<file path="config.mk">
export PLATFORM = sky130hd
export DESIGN_NAME = edge_detect_multi
export DESIGN_NICKNAME = d
export VERILOG_FILES = /design/src/rtl/edge_detect_multi.sv
export SDC_FILE = /design/constraint.sdc
export NUM_CORES = 1
export LEC_CHECK = 0
export ABC_CLOCK_PERIOD_IN_PS = 2150
export CAP_MARGIN = 15
export CORE_ASPECT_RATIO = 2
export CORE_MARGIN = 2
export CORE_UTILIZATION = 40
export CTS_CLUSTER_SIZE = 10
export DETAILED_ROUTE_END_ITERATION = 10
export PLACE_DENSITY = 0.76
export SLEW_MARGIN = 5
export SYNTH_ARGS = -nofsm -noshare
export SYNTH_HDL_FRONTEND = slang
export SYNTH_SLANG_ARGS = --single-unit
</file>
<file path="constraint.sdc">
create_clock -name clk -period 2.15 [get_ports clk]
set_input_delay 0.43 -clock clk [delete_from_list [all_inputs] [get_ports clk]]
set_output_delay 0.43 -clock clk [all_outputs]
set_load 0.05 [all_outputs]
</file>
<file path="src/rtl/edge_detect_multi.sv">
// Multi-channel edge detector: synchroniser, per-channel debounce, mode-qualified pulse and sticky pending flags.
// Pulse is registered one cycle after a debounced edge is accepted; irq is the combinational OR of pending.
module edge_detect_multi #(
  parameter int CHANNELS        = 4,
  parameter int SYNC_STAGES     = 2,
  parameter int DEBOUNCE_CYCLES = 16
) (
  input  logic                  clk,
  input  logic                  rst,
  input  logic [CHANNELS-1:0]   data_in,
  input  logic [2*CHANNELS-1:0] mode,
  input  logic [CHANNELS-1:0]   clear,
  output logic [CHANNELS-1:0]   level,
  output logic [CHANNELS-1:0]   pulse,
  output logic [CHANNELS-1:0]   pending,
  output logic                  irq
);

  localparam int CW = $clog2(DEBOUNCE_CYCLES) + 1;
  localparam logic [CW-1:0] CNT_MAX = CW'(DEBOUNCE_CYCLES - 1);

  logic [CHANNELS-1:0] sync_q [SYNC_STAGES];
  logic [CW-1:0]       cnt    [CHANNELS];
  logic [CHANNELS-1:0] samp;
  logic [CHANNELS-1:0] accept;
  logic [CHANNELS-1:0] hit;

  assign samp = sync_q[SYNC_STAGES-1];

  // An edge is accepted only once the deviation has been seen DEBOUNCE_CYCLES times in a row;
  // the direction of the new level selects which mode bit qualifies it.
  always_comb begin
    accept = '0;
    hit    = '0;
    for (int i = 0; i < CHANNELS; i++) begin
      accept[i] = (samp[i] != level[i]) && (cnt[i] == CNT_MAX);
      hit[i]    = accept[i] && (samp[i] ? mode[2*i] : mode[2*i+1]);
    end
  end

  always_ff @(posedge clk) begin
    if (rst) begin
      for (int s = 0; s < SYNC_STAGES; s++) sync_q[s] <= '0;
      for (int i = 0; i < CHANNELS; i++) cnt[i] <= '0;
      level   <= '0;
      pulse   <= '0;
      pending <= '0;
    end else begin
      sync_q[0] <= data_in;
      for (int s = 1; s < SYNC_STAGES; s++) sync_q[s] <= sync_q[s-1];
      for (int i = 0; i < CHANNELS; i++) begin
        if (samp[i] == level[i] || accept[i]) cnt[i] <= '0;
        else                                 cnt[i] <= cnt[i] + 1'b1;
      end
      level   <= level ^ accept;
      pulse   <= hit;
      // set wins over a coincident clear
      pending <= (pending & ~clear) | hit;
    end
  end

  assign irq = |pending;

endmodule

</file>
# After elaboration in Yosys (flattened, before gate mapping)
# Memories as Yosys holds them, arrays and structs flattened.
# Cells that the tools add are included.
# totals
reg_bits	12
mem_bits_rw	28
input_bits	18
out_inout_bits	13
wordCells	89
n_memories	2
# memory_table
name	words	width	rd	rd_clocked_by_memory_dff	write_ports	line	text
cnt	4	5	4	0	4	23	logic [CW-1:0] cnt [CHANNELS];
sync_q	2	4	2	0	2	22	logic [CHANNELS-1:0] sync_q [SYNC_STAGES];
# classes
add_sub_neg	4
n_eq_ne	12
mux	41
n_bitwise	14
reduce_logical	13
# ops
cell	n
$mux 5	8
$mux 1	31
$add 5x1->5 const B	4
$eq 5x4->1 const B	4
$or 1x1->1	10
$logic_and 1x1->1	8
$mux 4	2
$and 4x4->4	1
$eq 1x1->1	4
$logic_or 1x1->1	4
$ne 1x1->1	4
$not 4->4	1
$or 4x4->4	1
$reduce_or 4->1	1
$xor 4x4->4	1

# Logic depth before layout (Yosys ltp)
# Gate-level depths: netlist of the first run.
# depth
ltp_word	8
depth_mapped	6
mapped_depth_nobuf	6

# Least setup slack after synthesis of the first run
# No wires, ideal clock.
# synth_timing
kind	reg-to-output
start	reg pending[2]
end	out irq
arrival_ns	1.296
slack_ns	0.424
stages_incl_launch_ff	2
path_buffers	0
cell_sequence	dfxtp_1 or4_1
# synth_between
elab_chain_cells	1
# synth_rtl
item	line	text
from (decl)	15	output logic [CHANNELS-1:0] pending,
from (signal assigned)	58	pending <= (pending & ~clear) | hit;
$reduce_or 4->1	62	assign irq = |pending;
to (decl)	16	output logic irq
# No other way between the ends.

==> flow_summary_export.csv, run 1 <==
group,metric,value,unit
outcome,result_of_the_run,"complete, no violations",
setup_path,cp_slowest_cell,"sky130_fd_sc_hd__clkdlybuf4s50_1",
global_route,grt.busiest_layer,"met2",
timing,finalSetupViolations,0,
layout,final_nets,228,
clock_tree,clock_latency_late_sink,290,ps
global_route,grt_util_met2,22.9,%
yosys,synth_compound_gate_area_share,3.52,%
clock_tree,cts_tree,"yes",
job,max-cap-violations,0,
floorplan,placementRows,33,
timing,upper_clock_frequency_limit,0.510,GHz
clock_tree,postCtsResizedCells,0,
power,max-vdd-ir-drop,0.531,mV
detailed_routing,drc,0,
layout,syn2layout_area_growth,34.0,%
clock_tree,number_of_buffers_created_by_cts,5,
yosys,synth_top_cells_by_area,"sky130_fd_sc_hd__edfxtp_1 36%, sky130_fd_sc_hd__dfxtp_1 24%, sky130_fd_sc_hd__nor2_1 6.3%",
yosys,register_bit_total_from_synthesis,40,
setup_path,timing.critical_path.arrival,1530,ps
yosys,netlist_instances,145,
clock_tree,clk_transition_reported_paths,70,ps
detailed_routing,drt.antenna.violating_nets,0,
timing,slew-limit-headroom,65.6,%
setup_path,worstPathRequired,1720,ps
yosys,xor_and_xnor_fraction_of_the_mapped_netlist_area,5.76,%
yosys,post_synth_most_frequent_cells,"28 x sky130_fd_sc_hd__nor2_1, 20 x sky130_fd_sc_hd__dfxtp_1, 20 x sky130_fd_sc_hd__edfxtp_1",
global_route,gr_util_all_layers,12.7,%
timing,final_setup_margin,190,ps
setup_path,critPathTopFamily,"buffers and inverters",
global_route,grt_max_degree,13,
clock_tree,ctsHtreeMaxLevel,2,
yosys,synth_top_family_by_area,"simple AND/OR/NAND/NOR gates",
timing,tightest_slew,515,ps
global_route,grt_util_met1,12.3,%
timing,totalNegativeSetupSlack,0,ps
timing,final-hold-violation-count,0,
clock_tree,cts_buffer_depth,2,
yosys,synth_enable_flop_cells,20,
place,place.detailed.hpwl,2.10,mm
setup_path,worst_setup_path_start_kind,"flip-flop",
yosys,synth_largest_area_cell,"sky130_fd_sc_hd__edfxtp_1",
global_route,grt_overflow,0,
timing,fin_worst_hold_slack,438,ps
hold_path,hold_path_class,"reg -> reg",
clock_tree,numClockSinks,40,
timing,layout_worst_path_cycle_share,91.2,%
detailed_routing,drt_pre_antenna_iters,4,
layout,n_antenna_cell,0,
yosys,post_synth_mux_area_share,2.39,%
floorplan,floorplan.die.width,49.7,um
floorplan,floorplan.initialDensity,41.3,%
power,pwr_density_cell,682,nW/um2
place,globalplace.congestion,0.704,
detailed_routing,dr_total_vias,1115,
setup_path,worstSetupPathType,"reg -> out",
layout,post_route_cells_drive_above_1_share,7.39,%
layout,finalInstanceArea,2240,um2
detailed_routing,initialDrtViolationCount,15,
place,numPlacedInstances,247,
clock_tree,post-cts-setup-buffer-count,0,
yosys,synth.cell_area,1670,um2
yosys,ys.warnings.count,0,
layout,area.sequential,1000,um2
setup_path,path_buf_inv,1,
yosys,yosysTopAreaCellShare,35.9,%
place,numPortBuffers,30,
clock_tree,cts-hold-fix-buffers,0,
yosys,postSynthAreaPerCell,11.5,um2
detailed_routing,post_dr_wirelength_cell,10.4,um
global_route,grt_pass1_vias,1080,
detailed_routing,route.final.wire_length,2.65,mm
yosys,synth_adder_area_share,5.98,%
floorplan,die_height,95.5,um
yosys,synth-simple-area-share,19.7,%
setup_path,cp_cell_sequence,"clkdlybuf4s50_1",
yosys,ys_dominant_reg_cell,"sky130_fd_sc_hd__edfxtp_1",
layout,finish.cell_count_without_fillers,255,
detailed_routing,routed_via_density,4.37,
setup_path,critical_path.max_stage_delay,840,ps
layout,fillCellCount,395,
timing,min_period,1960,ps
floorplan,die_area,4750,um2
timing,final.setup_skew,6.91,ps
place,pre_cts_slack,333,ps
yosys,synth_async_sr_flop_share,0,%
layout,area_used_by_multi_input_combinational_logic,699,um2
setup_path,endpoint_kind,"output pin",
yosys,yosys.cell_types.count,23,
yosys,synth.yosys.seq_area_share,59.8,%
clock_tree,clk_root_buffer_cell,"sky130_fd_sc_hd__clkbuf_8",
floorplan,ioPinCount,31,
yosys,post-synth-top-count-cell,"sky130_fd_sc_hd__nor2_1",
power,static-leakage-power,0.914,nW
setup_path,worst-path-max-fanout,5,
global_route,use_met3,2.98,%
floorplan,core_region_area,4050,um2
global_route,initial_antenna_violation_count,0,
place,placed_cell_area,2120,um2
timing,final_slew_viol_count,0,
timing,grt_setup_unrepaired,"false",
global_route,grt_first_pass_wirelength,4.43,mm
[power by group]
| group | leakage (nW) | switching, mW | total, mW | internal, mW |
|---|---|---|---|---|
| Combinational | 0.482 | 0.0352 | 0.0885 | 0.0533 |
| Clock | 0.0627 | 0.240 | 0.603 | 0.362 |
| Sequential | 0.369 | 0.0133 | 0.837 | 0.823 |
| Total | 0.914 | 0.289 | 1.53 | 1.24 |
[final cells by class]
| cell class | count | area share, % |
|---|---|---|
| tap | 52 | 2.90 |
| multi-input combinational | 113 | 31.2 |
| inverter | 9 | 1.51 |
| sequential | 40 | 44.7 |
| clock buffer | 8 | 5.42 |
| timing repair buffer | 33 | 14.3 |
[routing by layer]
| layer | part of all wire [%] | wire (um) |
|---|---|---|
| met5 | 0 | 0 |
| met4 | 2.6 | 68 |
| met3 | 3.0 | 80 |
| met2 | 55 | 1470 |
| met1 | 39 | 1030 |
[worst register-to-register path: stages (launching register included)]
cell                       delay [ps]
sky130_fd_sc_hd__edfxtp_1         420
sky130_fd_sc_hd__ha_1             250
sky130_fd_sc_hd__and3_1           190
sky130_fd_sc_hd__ha_1             220
sky130_fd_sc_hd__or3_4            420
sky130_fd_sc_hd__nor2_1           110
[worst paths after layout]
path                                   start           end  slack [ps]  cells after the start
worst max-delay path               flip-flop      level[2]         190                      1
worst min-delay path            sync_q[0][0]  sync_q[0][4]         440                      1
worst min register to register  sync_q[0][0]  sync_q[0][4]         440                      1
worst max register to register     cnt[0][0]     cnt[0][2]         400                      5
[placed cells by master, fill, tap and decap left out]
master	count
sky130_fd_sc_hd__clkdlybuf4s50_1	29
sky130_fd_sc_hd__nor2_1	28
sky130_fd_sc_hd__dfxtp_1	20
sky130_fd_sc_hd__edfxtp_1	20
sky130_fd_sc_hd__conb_1	20
sky130_fd_sc_hd__nor2b_1	10
sky130_fd_sc_hd__inv_1	9
sky130_fd_sc_hd__ha_1	8
sky130_fd_sc_hd__xnor2_1	7
sky130_fd_sc_hd__clkbuf_8	7
sky130_fd_sc_hd__nand3b_1	6
sky130_fd_sc_hd__and3_1	4
sky130_fd_sc_hd__mux2i_1	4
sky130_fd_sc_hd__nand2b_1	4
sky130_fd_sc_hd__nand3_1	4
sky130_fd_sc_hd__xor2_1	4
sky130_fd_sc_hd__buf_4	4
sky130_fd_sc_hd__or3_4	3
sky130_fd_sc_hd__a21oi_1	3
sky130_fd_sc_hd__a21o_1	3
sky130_fd_sc_hd__or4_1	1
sky130_fd_sc_hd__a22oi_1	1
sky130_fd_sc_hd__nor3_1	1
sky130_fd_sc_hd__o32ai_1	1
sky130_fd_sc_hd__o21ai_1	1
sky130_fd_sc_hd__clkbuf_16	1
[logic make-up after synthesis]
family | count (synthesis)
adder cells (fa/ha/maj) | 8
AO/OA/AOI/OAI | 9
XOR/XNOR | 11
AND/OR/NAND/NOR | 61
multiplexers | 4
buffers and inverters | 11
flip-flops | 40
other | 1
[sequential cells by signal (all words and copies together), names as in the netlist, named ones only]
register / count
cnt: 20
pending: 4
pulse: 4
sync_q: 8
[through the flow]
step	power, mW	util, %
after floorplan	0.898	-
after global routing	1.60	55.4
final	1.53	55.4
after CTS	1.55	55.4
after global placement	0.942	52.4
after detailed placement	0.943	52.4
Power figures use the tool's default switching activity.
==> inputs of run 2 (changes only) <==
--- a/config.mk
+++ b/config.mk
@@ -12,6 +12,7 @@
 export CORE_UTILIZATION = 40
 export CTS_CLUSTER_SIZE = 10
 export DETAILED_ROUTE_END_ITERATION = 10
+export MAX_ROUTING_LAYER = met4
 export PLACE_DENSITY = 0.76
 export SLEW_MARGIN = 5
 export SYNTH_ARGS = -nofsm -noshare
==> flow_summary_export.csv, run 2 (synthesis gave the netlist of run 1 again) <==
group,metric,value,unit
floorplan,core_region_area,4050,um2
layout,syn2layout_area_growth,34.0,%
timing,final-hold-violation-count,0,
layout,finish.cell_count_without_fillers,255,
clock_tree,ctsHtreeMaxLevel,2,
setup_path,path_buf_inv,1,
clock_tree,clk_root_buffer_cell,"sky130_fd_sc_hd__clkbuf_8",
setup_path,critical_path.max_stage_delay,840,ps
setup_path,timing.critical_path.arrival,1530,ps
detailed_routing,drt_pre_antenna_iters,4,
layout,most_common_cell_after_layout_fill_and_taps_aside,"sky130_fd_sc_hd__clkdlybuf4s50_1",
setup_path,cp_cell_sequence,"clkdlybuf4s50_1",
timing,tightest_slew,515,ps
setup_path,worstSetupPathDepth,1,
clock_tree,postCtsResizedCells,0,
layout,finalInstanceArea,2240,um2
timing,final_slew_viol_count,0,
clock_tree,post-cts-setup-buffer-count,0,
detailed_routing,drt.antenna.violating_nets,0,
setup_path,reg2regPathDepth,5,
floorplan,die_height,95.5,um
setup_path,critPathTopFamily,"buffers and inverters",
timing,min_period,1960,ps
setup_path,worstPathRequired,1720,ps
detailed_routing,routed_via_density,4.37,
floorplan,placementRows,33,
setup_path,endpoint_kind,"output pin",
setup_path,rr_startpoint,"cnt[0][0]",
global_route,grt_first_pass_wirelength,4.42,mm
power,static-leakage-power,0.914,nW
global_route,grt_pass1_vias,1084,
power,max-vdd-ir-drop,0.529,mV
clock_tree,cts_tree,"yes",
layout,n_antenna_cell,0,
timing,final.setup_skew,7.11,ps
detailed_routing,post_dr_wirelength_cell,10.4,um
setup_path,regToRegSetupSlack,400,ps
detailed_routing,initialDrtViolationCount,18,
clock_tree,numClockSinks,40,
timing,totalNegativeSetupSlack,0,ps
layout,largest_reg_flops,20,
global_route,initial_antenna_violation_count,0,
floorplan,ioPinCount,31,
layout,finish.utilization,55.4,%
job,max-cap-violations,0,
setup_path,worstSetupPathType,"reg -> out",
setup_path,worst-path-max-fanout,5,
floorplan,floorplan.initialDensity,41.3,%
timing,upper_clock_frequency_limit,0.510,GHz
place,numPortBuffers,30,
timing,grt_setup_unrepaired,"false",
setup_path,cp_slowest_cell,"sky130_fd_sc_hd__clkdlybuf4s50_1",
global_route,gr_util_all_layers,13.0,%
global_route,grt_overflow,0,
outcome,result_of_the_run,"complete, no violations",
layout,regMostFlops,"cnt",
place,numPlacedInstances,247,
floorplan,floorplan.die.width,49.7,um
clock_tree,number_of_buffers_created_by_cts,5,
clock_tree,clock_latency_late_sink,290,ps
timing,layout_worst_path_cycle_share,91.2,%
clock_tree,cts-hold-fix-buffers,0,
clock_tree,clk_transition_reported_paths,70,ps
setup_path,r2r_end,"cnt[0][2]",
clock_tree,cts_buffer_depth,2,
timing,finalSetupViolations,0,
setup_path,worst_setup_path_start_kind,"flip-flop",
layout,layout_common_cells,"29 x sky130_fd_sc_hd__clkdlybuf4s50_1, 28 x sky130_fd_sc_hd__nor2_1, 20 x sky130_fd_sc_hd__dfxtp_1, 20 x sky130_fd_sc_hd__edfxtp_1, 20 x sky130_fd_sc_hd__conb_1",
power,pwr_density_cell,682,nW/um2
global_route,grt_max_degree,13,
place,globalplace.congestion,0.711,
layout,final_nets,228,
timing,fin_worst_hold_slack,438,ps
detailed_routing,route.final.wire_length,2.65,mm
floorplan,die_area,4750,um2
place,placed_cell_area,2120,um2
layout,reg_top3,"cnt: 20 flops, sync_q: 8 flops",
place,place.detailed.hpwl,2.10,mm
setup_path,critical_path.endpoint,"level[2]",
hold_path,hold_path_class,"reg -> reg",
timing,slew-limit-headroom,65.6,%
detailed_routing,drc,0,
layout,post_route_cells_drive_above_1_share,7.39,%
detailed_routing,dr_total_vias,1115,
run 2: power by group:
| part | leakage, nW | internal [mW] | switching [mW] |
|---|---|---|---|
| combinational | 0.482 | 0.0533 | 0.0352 |
| clock | 0.0627 | 0.362 | 0.241 |
| sequential | 0.369 | 0.823 | 0.0133 |
run 2: routing by layer:
metal	track usage, %	vias to the layer above	routed length [um]
li1	-	580	-
met1	12.3	506	1020
met2	22.9	22	1450
met3	2.98	7	94
met4	9.03	0	81
met5	-	-	0
run 2: worst reg2reg max path, cell delays in order, from the launching register on:
cell	delay, ps
sky130_fd_sc_hd__edfxtp_1	420
sky130_fd_sc_hd__ha_1	250
sky130_fd_sc_hd__and3_1	190
sky130_fd_sc_hd__ha_1	220
sky130_fd_sc_hd__or3_4	420
sky130_fd_sc_hd__nor2_1	110
run 2: worst min path at each step:
stage	startpoint	to	slack, ps	cells after the start
CTS	sync_q[0][0]	sync_q[0][4]	440	1
detailed placement	sync_q[0][0]	sync_q[0][4]	420	1
global route	sync_q[0][0]	sync_q[0][4]	470	1
global placement	sync_q[0][3]	sync_q[0][7]	420	1
finish	sync_q[0][0]	sync_q[0][4]	440	1
floorplan	sync_q[0][0]	sync_q[0][4]	410	1
run 2: through the flow:
| stage | setup slack, ps | power (mW) |
|---|---|---|
| floorplan | 424 | 0.898 |
| global placement | 358 | 0.942 |
| detailed placement | 333 | 0.943 |
| CTS | 170 | 1.55 |
| global route | 123 | 1.60 |
| finish | 189 | 1.53 |
run 2: layout make-up:
class | count | area (um2)
Fill cell | 395 | 1810
Sequential cell | 40 | 1000
Multi-Input combinational cell | 113 | 699
Timing Repair Buffer | 33 | 320
Clock buffer | 8 | 121
Tap cell | 52 | 65.1
Inverter | 9 | 33.8
